File: config.mk
export PLATFORM = sky130hd
export DESIGN_NAME = divider_counter
export DESIGN_NICKNAME = d
export VERILOG_FILES = /design/src/rtl/divider_counter_pkg.sv /design/src/rtl/divider_prescaler.sv /design/src/rtl/divider_counter.sv
export SDC_FILE = /design/constraint.sdc
export NUM_CORES = 1
export LEC_CHECK = 0
export CAP_MARGIN = 25
export CORE_ASPECT_RATIO = 0.75
export CORE_UTILIZATION = 58
export DETAILED_ROUTE_END_ITERATION = 16
export GPL_TIMING_DRIVEN = 1
export PLACE_DENSITY = 0.85
export SLEW_MARGIN = 20
export SYNTH_ARGS = -nofsm -noshare
export SYNTH_HDL_FRONTEND = slang
export SYNTH_HIERARCHICAL = 1
export SYNTH_SLANG_ARGS = --single-unit
File: constraint.sdc
create_clock -name clock -period 6.1 [get_ports clock]
set_clock_uncertainty 0.2 [all_clocks]
set_input_delay 0.915 -clock clock [delete_from_list [all_inputs] [get_ports clock]]
set_output_delay 0.915 -clock clock [all_outputs]
set_load 0.005 [all_outputs]
File: src/rtl/divider_counter_pkg.sv
// Shared constants for the divider_counter slice: FSM encodings, default sizing, stop phase.
// The divider width follows ONE_FORTH_COUNTER_EN (one-forth stage present when defined).
package divider_counter_pkg;

  localparam int unsigned DefPrescale  = 4;
  localparam int unsigned DefPrescaleW = 8;
  localparam int unsigned DefTickW     = 16;

  typedef logic [1:0] state_t;

  localparam state_t StIdle     = 2'd0;
  localparam state_t StRun      = 2'd1;
  localparam state_t StStopping = 2'd2;

  // Bit 0 is the one-half divider, bit 1 (when built) the one-forth divider.
`ifdef ONE_FORTH_COUNTER_EN
  localparam int unsigned DivW = 2;
`else
  localparam int unsigned DivW = 1;
`endif

  localparam logic [DivW-1:0] StopPhase = '0;

endpackage

File: src/rtl/divider_prescaler.sv
// Tick prescaler: counts 0..Prescale-1 while enabled and flags the wrap cycle as a tick.
module divider_prescaler #(
  parameter int unsigned Prescale  = 4,
  parameter int unsigned PrescaleW = 8
) (
  input  logic clk_i,
  input  logic rst_i,
  input  logic clr_i,
  input  logic en_i,
  output logic tick_o
);

  localparam logic [PrescaleW-1:0] Last = PrescaleW'(Prescale - 1);

  logic [PrescaleW-1:0] count_q, count_d;

  // A clear in the same cycle wins, so no tick escapes a resynchronisation.
  assign tick_o = en_i && !clr_i && (count_q == Last);

  always_comb begin
    count_d = count_q;
    if (clr_i) begin
      count_d = '0;
    end else if (en_i) begin
      count_d = tick_o ? '0 : count_q + 1'b1;
    end
  end

  always_ff @(posedge clk_i or posedge rst_i) begin
    if (rst_i) begin
      count_q <= '0;
    end else begin
      count_q <= count_d;
    end
  end

endmodule

File: src/rtl/divider_counter.sv
// Divide-by-2 / divide-by-4 counter generator with run-control FSM and pipe-enable strobes.
// Macro ONE_FORTH_COUNTER_EN compiles in the one-forth divider and its ports.
module divider_counter
  import divider_counter_pkg::*;
#(
  parameter int unsigned PRESCALE   = DefPrescale,
  parameter int unsigned PRESCALE_W = DefPrescaleW,
  parameter int unsigned TICK_W     = DefTickW
) (
  input  logic              clock,
  input  logic              reset,
  input  logic              start,
  input  logic              stop,
  input  logic              sync_clear,
  output logic              signal_to_one_half,
  output logic              one_half_pipe_enable,
`ifdef ONE_FORTH_COUNTER_EN
  output logic              signal_to_one_forth,
  output logic              one_forth_pipe_enable,
`endif
  output logic              running,
  output logic [TICK_W-1:0] tick_count
);

  state_t            state_q, state_d;
  logic [DivW-1:0]   div_q, div_d;
  logic [DivW-1:0]   div_en_q, div_en_d;
  logic [TICK_W-1:0] tick_cnt_q, tick_cnt_d;
  logic              presc_clr, presc_en, tick, sclr, at_stop_phase;

  assign at_stop_phase = (div_q == StopPhase);
  assign sclr          = (state_q == StRun) && sync_clear;

  // Once STOPPING sees the all-zero phase, the pending tick is suppressed.
  always_comb begin
    presc_clr = 1'b0;
    presc_en  = 1'b0;
    case (state_q)
      StRun: begin
        presc_en  = 1'b1;
        presc_clr = sync_clear;
      end
      StStopping: begin
        presc_en  = !at_stop_phase;
        presc_clr = at_stop_phase;
      end
      default: presc_clr = 1'b1;
    endcase
  end

  divider_prescaler #(
    .Prescale  (PRESCALE),
    .PrescaleW (PRESCALE_W)
  ) u_prescaler (
    .clk_i  (clock),
    .rst_i  (reset),
    .clr_i  (presc_clr),
    .en_i   (presc_en),
    .tick_o (tick)
  );

  always_comb begin
    div_d      = div_q;
    tick_cnt_d = tick_cnt_q;
    state_d    = state_q;

    if (sclr) begin
      div_d      = '0;
      tick_cnt_d = '0;
    end else if (tick) begin
      div_d[0]   = ~div_q[0];
`ifdef ONE_FORTH_COUNTER_EN
      if (div_q[0]) div_d[1] = ~div_q[1];
`endif
      tick_cnt_d = tick_cnt_q + 1'b1;
    end

    // Strobe exactly the bits whose registered value is about to change.
    div_en_d = div_d ^ div_q;

    case (state_q)
      StIdle:     if (start && !stop) state_d = StRun;
      StRun:      if (stop) state_d = StStopping;
      StStopping: if (at_stop_phase || (tick && (div_d == StopPhase))) state_d = StIdle;
      default:    state_d = StIdle;
    endcase
  end

  always_ff @(posedge clock or posedge reset) begin
    if (reset) begin
      state_q    <= StIdle;
      div_q      <= '0;
      div_en_q   <= '0;
      tick_cnt_q <= '0;
    end else begin
      state_q    <= state_d;
      div_q      <= div_d;
      div_en_q   <= div_en_d;
      tick_cnt_q <= tick_cnt_d;
    end
  end

  assign signal_to_one_half    = div_q[0];
  assign one_half_pipe_enable  = div_en_q[0];
`ifdef ONE_FORTH_COUNTER_EN
  assign signal_to_one_forth   = div_q[1];
  assign one_forth_pipe_enable = div_en_q[1];
`endif
  assign running               = (state_q != StIdle);
  assign tick_count            = tick_cnt_q;

endmodule

==> metrics.cfg <==
[clock_network]
cts_tree=done
post_cts_resized=0
ctsHtreeMaxLevel=1
cts.sinks=28
clk_latency_ps=280
ctsHoldBuffers=0
clk_path_buf_depth=2
cts_post_setup_buffers_inserted=0
cts_root_buffer=clkbuf_8
clk_pin_slew_ps=90
numCtsBuffers=3

[sta]
rsz0062_at_grt=no
worst_slack_ps=2250
final.setup.tns_ps=0
min_period_over_period_pct=63.2
final-hold-violation-count=0
relSlewSlack_pct=49.4
drv_slew=0
setup_violations=0
max_clock_freq_mhz=259
min_period_ps=3850
worst_pin_slew_ps=759

[power]
power_density_nw_per_um2=245
ir_drop_v=0.000235
leakage_nw=0.823

[synth]
synth_compound_area_share_pct=12.7
synth_simple_gate_area_share_pct=25.2
synthMuxAreaShare_pct=5.75
async_reset_ff_share_pct=100
yosysSeqAreaShare_pct=42.9
yosysUniqueCellTypes=42
synth_top_family_by_area=simple AND/OR/NAND/NOR gates
synth_xor_area_share_pct=2.15
ys_ff_latch=28
synth_edf_count=0
yosys_warnings=6
syn_nets=175
avgSynthCellArea_um2=10.1
syn-cell-area_um2=1630
synthAdderAreaFrac_pct=6.90
synthFlopType=dfrtp_1
postSynthCellCount=161

[die]
initial_core_util_pct=61.7
io_pins=24
core_area_um2=2640
dieArea_um2=3030
row_count=16
chipWidth_um=63.2
fp.dieH_um=47.9

[global_routing]
met3_usage_pct=5.71
antenna_found_initial=0
met1_usage_pct=30.3
overflow=0
grt_pass1_vias=1112
grt_max_degree=21
grt_util_met2_pct=37.8
grt.total_usage_pct=22.7
top_usage_layer=met2
grt_pass1_wl_um=5090

[worst_setup_path]
startpoint_type=input port
slowest_delay_ps=540
cp_slowest_cell=nor2_1
cp_top_family=simple AND/OR/NAND/NOR gates
r2r_slack_ps=2560
cp_max_fo=12
r2r-start=state_q[1]
worstPathRequired_ps=6070
cp.arrival_ps=3820
crit_chain=clkdlybuf4s50_1 -> nand2_1 -> nand3_1 -> nand2b_1 -> nor2_1 -> inv_1 -> ha_1 -> a222oi_1 -> mux2_2
ff2ff_path_depth=10
reg2reg_to=state_q[1]
crit_path_end_kind=flop
worst-path-buf-inv=2
critical_path_class=input port to flop

[drt]
ant_nets=0
wl_per_cell_um=14.7
first_pass_iters=4
vias_per_cell=5.64
drt_iter0_markers=64
vias=1236
drc=0
routed_wl_um=3230

[layout]
num-nets-final=198
insertedDiodeCount=0
syn_to_final_growth_pct=18.2
drive_gt1_share_pct=12.0
design_area_um2=1930

[outcome]
outcome=completed

[hold_path]
min_to=u_prescaler/count_q[7]
worstHoldStart=u_prescaler/count_q[7]
hp-class=flop to flop
hold_depth=1

[placed_design]
port_buffers=23
gp_congestion=0.779
dp_hpwl_um=2400
dp_slack_ps=1940
dpl_cell_area_um2=1870

[job]
maxCapViolCount=0

-- state kept, by name, indices dropped and copies added (netlist names) --
name and flops:
tick_count 16, one_half_pipe_enable 1, u_prescaler/count_q 8, signal_to_one_half 1, state_q 2
-- through the flow --
| step | total power, mW | utilization [%] | cells | hold WS (ps) |
|---|---|---|---|---|
| after floorplan | 0.324 | - | 161 | 270 |
| after global placement | 0.350 | 70.9 | 215 | 304 |
| after detailed placement | 0.360 | 70.9 | 215 | 308 |
| after CTS | 0.479 | 73.0 | 219 | 325 |
| after global routing | 0.504 | 73.0 | 219 | 361 |
| final | 0.473 | 73.0 | 219 | 329 |
-- logic make-up after synthesis --
| logic type | after synthesis |
|---|---|
| fa+ha+maj | 9 |
| buf+inv | 15 |
| flops | 28 |
| simple gates | 66 |
| compound gates | 30 |
| xor+xnor | 4 |
| mux | 9 |
-- worst max path at each step --
stage                     startpoint          to  slack, ps  cells after the start
final                     sync_clear  state_q[1]       2250                      9
after global routing      sync_clear  state_q[1]       2050                      9
after CTS                 sync_clear  state_q[1]       2240                      9
after detailed placement  sync_clear  state_q[1]       1940                      9
after global placement    sync_clear  state_q[0]       2150                      9
after floorplan           sync_clear  state_q[0]       2910                     10
-- layout make-up --
class,count,area [µm²]
Timing Repair Buffer,23,230
Multi-Input combinational cell,118,860
Inverter,10,37.5
Fill cell,190,714
Tap cell,36,45.0
Clock buffer,4,55.1
Sequential cell,28,701
-- routing by layer --
layer / vias up / part of all wire, %
met4: 0 / 0.40
met5: - / 0
met1: 579 / 48
li1: 619 / -
met2: 36 / 47
met3: 2 / 4.9
-- cell usage after synthesis (2+ instances only) --
master / n / area [µm²]
a21oi_1: 9 / 45.0
a31oi_1: 4 / 25.0
buf_4: 2 / 15.0
clkbuf_1: 2 / 7.51
dfrtp_1: 28 / 701
ha_1: 9 / 113
inv_1: 10 / 37.5
mux2_2: 3 / 33.8
mux2i_1: 6 / 60.1
nand2_1: 14 / 52.6
nand2b_1: 9 / 56.3
nand3_1: 6 / 30.0
nand3_2: 2 / 20.0
nand4_1: 4 / 25.0
nor2_1: 12 / 45.0
nor4_2: 5 / 62.6
o21ai_0: 5 / 25.0
o31ai_1: 2 / 15.0
or3_1: 3 / 18.8
or4_1: 2 / 15.0
xor2_1: 3 / 26.3
-- power by group --
| part | leakage (nW) | internal [mW] | switching [mW] |
|---|---|---|---|
| Clock | 0.0288 | 0.0578 | 0.0565 |
| Sequential | 0.388 | 0.196 | 0.0109 |
| Combinational | 0.407 | 0.0634 | 0.0891 |
-- placed cells by master (no fill, tap or decap), types with 2 or more instances in the layout --
cell type,synthesis,layout
nand3_1,6,6
clkbuf_8,0,4
clkdlybuf4s50_1,0,23
inv_1,10,10
mux2_2,3,3
or3_1,3,3
mux2i_1,6,6
xor2_1,3,3
nor2_1,12,12
nand2b_1,9,9
a31oi_1,4,4
nand4_1,4,4
or4_1,2,2
ha_1,9,9
nand3_2,2,2
dfrtp_1,28,28
nand2_1,14,14
o31ai_1,2,2
nor4_2,5,5
a21oi_1,9,9
o21ai_0,5,5
No activity file was read; power rests on OpenSTA's default activity.
==> variant 1 (same flow settings) <==
`DefPrescaleW`: 8 -> 12.
--- a/src/rtl/divider_counter_pkg.sv
+++ b/src/rtl/divider_counter_pkg.sv
@@ -5,3 +5,3 @@
   localparam int unsigned DefPrescale  = 4;
-  localparam int unsigned DefPrescaleW = 8;
+  localparam int unsigned DefPrescaleW = 12;
   localparam int unsigned DefTickW     = 16;
Function: same outputs for any inputs over 10 cycles, from zero or initial values and one cycle with reset high; that may be too few to reach the edited logic, so the function may still have changed.
==> variant 1 against the original RTL <==
Cell area rose by 16%; area after synthesis rose by 16%; sequential cell count is 4 higher; total power increased by 29%; die area grew 15%; wire length rose by 21%; sequential power is 13% higher; worst setup slack worse by 0.14 ns; critical path type unchanged; critical endpoint unchanged.
==> variant 1: results (changes against the original RTL) <==
status:
  status: "complete, no violations"
min_path:
  holdPathEnd: "tick_count[15]"
  hold_depth: 2  # +1
  hp-start: "tick_count[15]"
yosys:
  synthMuxAreaShare_pct: 6.02  # +0.27 points
  synth_area_mm2: 0.00189  # +16%
  synth_adder_area_share_pct: 5.29  # -1.6 points
  yosysSeqAreaShare_pct: 42.3  # -0.62 points
  synth_xor_area_share_pct: 2.78  # +0.63 points
  synth_nets: 204  # +17%
  synth_compound_gate_area_share_pct: 11.3  # -1.4 points
  yosys-top-cells-count: "32 x dfrtp_1, 22 x nand2_1, 10 x inv_1, 10 x nor4_1"
  synth_area_leaders: "dfrtp_1 42%, ha_1 5.3%, nand2_1 4.4%"
  synth_cell_types: 47  # +12%
routing:
  firstDrtPassIters: 4  # unchanged
  routedWlPerCell_um: 15.5  # +5.4%
  dr.first_iter.drc_count: 142  # +120%
  via_count: 1541  # +25%
placement:
  dp_hpwl_mm: 2.81  # +17%
  place.gp.congestion: 0.907  # +16%
  dp_slack_ns: 1.87  # -0.0745 ns
global_route:
  grt_pass1_wl_mm: 6.78  # +33%
  grt_use_total_pct: 26.7  # +4.0 points
  grt_pass1_vias: 1442  # +30%
worst_setup_path:
  r2r_slack_ns: 2.41  # -0.15 ns
  worst_ep_arrival_time_ns: 3.96  # +0.14 ns
layout:
  layout-drive-gt1-share_pct: 8.88  # -3.1 points
  nNetsFinal: 226  # +14%
  n_fill_cell: 209  # +10%
clock_tree:
  htree_num_levels: 2  # +1
  cts_buffer_depth: 2  # unchanged
  clk_pin_slew_ns: 0.06  # -0.03 ns
  cts_made_buffers: 5  # +2
power:
  p_leak_uw: 0.000948  # +15%
  vdd_drop_max_v: 0.000252  # +6.9%
timing:
  post-route-min-period_ns: 3.99  # +0.140 ns
  maxSlewHeadroom_pct: 49.7  # +0.40 points
-- variant 1: changes by cell type in the layout (fill, tap and decap cells not counted), sizes merged, moves of 4 or more --
cell / before / now
nand4: 6 / 10
nor4: 6 / 11
nand2: 14 / 22
dfrtp: 28 / 32
-- variant 1: critical path, cell delays in order --
cell and delay, ns:
clkdlybuf4s50_1 0.41, nand2_1 0.30, nand3_1 0.25, nand2b_1 0.34
nor2_1 0.55, inv_1 0.14, ha_1 0.22, a222oi_1 0.44
mux2_2 0.40
-- variant 1: through the flow --
step                hold WS, ns  utilization, %  instance area [um2]  std cells
floorplan                 0.308               -                 1890        191
global placement          0.317            69.9                 2110        244
detailed placement        0.341            69.9                 2110        244
CTS                       0.361            74.1                 2240        252
global route              0.395            74.1                 2240        252
finish                    0.364            74.1                 2240        252
-- variant 1: per-layer routing --
metal  part of all wire, %  GRT usage (%)  wire (um)  up-vias
met4                   1.1           10.1         44        0
met3                   5.0           6.92        194        5
met1                    48           37.8       1890      755
li1                      -              -          -      737
met2                    46           38.9       1790       44
met5                     0              0          0        -
-- variant 1: cells by family (layout without fill, tap and decap cells) --
group	after synthesis	after routing
and+or+nand+nor	86	86
DFF	32	32
AOI/OAI and AO/OA	30	30
buffers and inverters	18	41
muxes	11	11
adders and majority gates	8	8
xor gates and xnor gates	6	6
-- variant 1: power by group --
group          internal (uW)  total [uW]  switching, uW
Sequential               222         233           10.3
Combinational           56.3         154           97.7
Clock                    144         225           81.1
-- variant 1: layout make-up --
type / instances / share of cell area, %
tap: 38 / 2.12
inverter: 10 / 1.68
sequential: 32 / 35.8
clock inverter: 1 / 1.34
multi-input combinational: 141 / 44.5
timing repair buffer: 23 / 10.3
clock buffer: 7 / 4.30
==> variant 2 (same settings) <==
Made on the original files. Register the outputs `signal_to_one_half`, `one_half_pipe_enable` and `running`; this adds one clock of latency there. The other outputs are not delayed to match.
--- a/src/rtl/divider_counter.sv
+++ b/src/rtl/divider_counter.sv
@@ -102,4 +102,2 @@
 
-  assign signal_to_one_half    = div_q[0];
-  assign one_half_pipe_enable  = div_en_q[0];
 `ifdef ONE_FORTH_COUNTER_EN
@@ -108,3 +106,7 @@
 `endif
-  assign running               = (state_q != StIdle);
+  always_ff @(posedge clock) begin
+    signal_to_one_half   <= div_q[0];
+    one_half_pipe_enable <= div_en_q[0];
+    running              <= (state_q != StIdle);
+  end
   assign tick_count            = tick_cnt_q;
Function: changed (Yosys sat finds a counterexample within 4 cycles, from zero or initial values and one cycle with reset high).
==> variant 2 against the original RTL <==
Sequential cell count is 3 higher; wire length is 4.7% higher; non-clock buffer count stayed put; cell area is 3.6% higher; total power is 13% higher; first-iteration DRC count is 28% lower; worst setup slack better by 0.0092 ns; area after synthesis is 2.9% higher; largest cell class unchanged; largest power group unchanged.
==> variant 2: results (changes against the original RTL) <==
yosys:
  synth_area_leaders: "dfrtp_1 42%, ha_1 6.0%, mux2i_1 4.2%"
  postSynthAreaPerCell_um2: 10.3  # +1.7%
  synth_nets: 176  # +0.57%
  synthArstFlopShare_pct: 90.3  # -9.7 points
  ys.flop_type: "dfrtp_1"
  yosysSeqAreaShare_pct: 45.3  # +2.4 points
  synth_cell_types: 40  # -4.8%
  yosysWarningCount: 6  # unchanged
  yosys-top-cells-count: "28 x dfrtp_1, 14 x nand2_1, 12 x nor2_1, 10 x a21oi_1, 10 x inv_1"
clock_tree:
  post_cts_buffers: 0  # unchanged
  cts_buffer_depth: 2  # unchanged
  cts_resized: 0  # unchanged
  htree_num_levels: 2  # +1
  cts_made_buffers: 5  # +2
  clock_latency_ns: 0.28  # about the same
  clk_pin_slew_ns: 0.06  # -0.03 ns
  cts_root_buf: "clkbuf_8"
routing:
  met3RoutedLength_um: 144  # -8.3%
  firstDrtPassIters: 4  # unchanged
  wl_met2_mm: 1.53  # +0.79%
  dr.first_iter.drc_count: 46  # -28%
  top_layer: "met4"
  viasPerCell: 5.73  # +1.6%
  wl_met1_mm: 1.60  # +4.1%
  drt-total-wl_mm: 3.38  # +4.7%
die:
  dieArea_mm2: 0.00312  # +2.8%
global_route:
  grt_use_total_pct: 25.5  # +2.7 points
  grt_pass1_vias: 1287  # +16%
  antenna_found_initial: 0  # unchanged
  grt_pass1_wl_mm: 5.87  # +15%
  grt_max_degree: 21  # unchanged
placement:
  dp_hpwl_mm: 2.37  # -1.4%
  dp_cells: 217  # +0.93%
  dp_slack_ns: 2.01  # +0.0709 ns
  place.gp.congestion: 0.833  # +6.9%
  io_buffer_count: 23  # unchanged
min_path:
  hold_depth: 0  # -1
  hold_class: "flop to flop"
layout:
  n_fill_cell: 199  # +4.7%
  layout-drive-gt1-share_pct: 11.6  # -0.38 points
  antennaDiodeCount: 0  # unchanged
  nNetsFinal: 201  # +1.5%
  largest_reg_flops: 16  # unchanged
  stdcell_count: 225  # +2.7%
status:
  status: "complete, no violations"
worst_setup_path:
  r2r_cells: 10  # unchanged
  cp_max_fo: 11  # -1
  cpLargestDelayFamily: "simple AND/OR/NAND/NOR gates"
  worst_ep_arrival_time_ns: 3.81  # about the same
  cp_slowest_cell: "nor2_1"
  crit_path_max_incr_delay_ns: 0.55
power:
  p_leak_uw: 0.000855  # +3.8%
  vdd_drop_max_v: 0.000162  # -31%
timing:
  worst_slew_pin_slew_ns: 0.788  # +0.0291 ns
variant 2: kinds of logic (layout without fill, tap and decap cells):
kind of cell / Yosys count / in the layout / share of synthesized area (%)
AO/OA/AOI/OAI: 30 / 30 / 12.1
adder cells (fa/ha/maj): 8 / 8 / 5.96
AND/OR/NAND/NOR: 66 / 66 / 24.5
multiplexers: 9 / 9 / 5.51
XOR/XNOR: 4 / 4 / 2.09
buffers and inverters: 15 / 41 / 4.47
flip-flops: 31 / 31 / 45.3
variant 2: final cells by class:
cell class,count,share of cell area (%)
clock inverters,1,0.250
flip-flops and latches,31,38.1
multi-input cells,117,42.2
inverters,10,1.88
well taps,36,2.25
repair buffers,23,11.5
clock buffers,7,3.82
variant 2: through the flow:
stage / total power (uW) / area, um2 / util [%]
after global placement: 370 / 1920 / 71.5
after global routing: 568 / 2000 / 74.5
after detailed placement: 380 / 1920 / 71.5
after floorplan: 345 / 1680 / -
after CTS: 535 / 2000 / 74.5
final: 533 / 2000 / 74.5
variant 2: routing by layer:
| layer | up-vias | global-route usage, % |
|---|---|---|
| met2 | 30 | 38.1 |
| met5 | - | 0 |
| met3 | 12 | 6.13 |
| met1 | 618 | 34.4 |
| met4 | 0 | 13.3 |
| li1 | 630 | - |
variant 2: final timing paths:
check | slack, ns | end | startpoint
max | 2.26 | state_q[1] | sync_clear
min | 0.15 | one_half_pipe_enable | div_en_q
max reg2reg | 2.64 | state_q[1] | state_q[1]
min reg2reg | 0.15 | one_half_pipe_enable | div_en_q
max in group asynchronous | 4.30 | state_q[1] | reset
min in group asynchronous | 0.70 | u_prescaler/count_q[1] | reset
variant 2: power breakdown:
part | total (uW) | switching (uW) | internal, uW
clock | 151 | 71.3 | 79.8
sequential | 231 | 12.1 | 219
combinational | 150 | 91.9 | 58.3
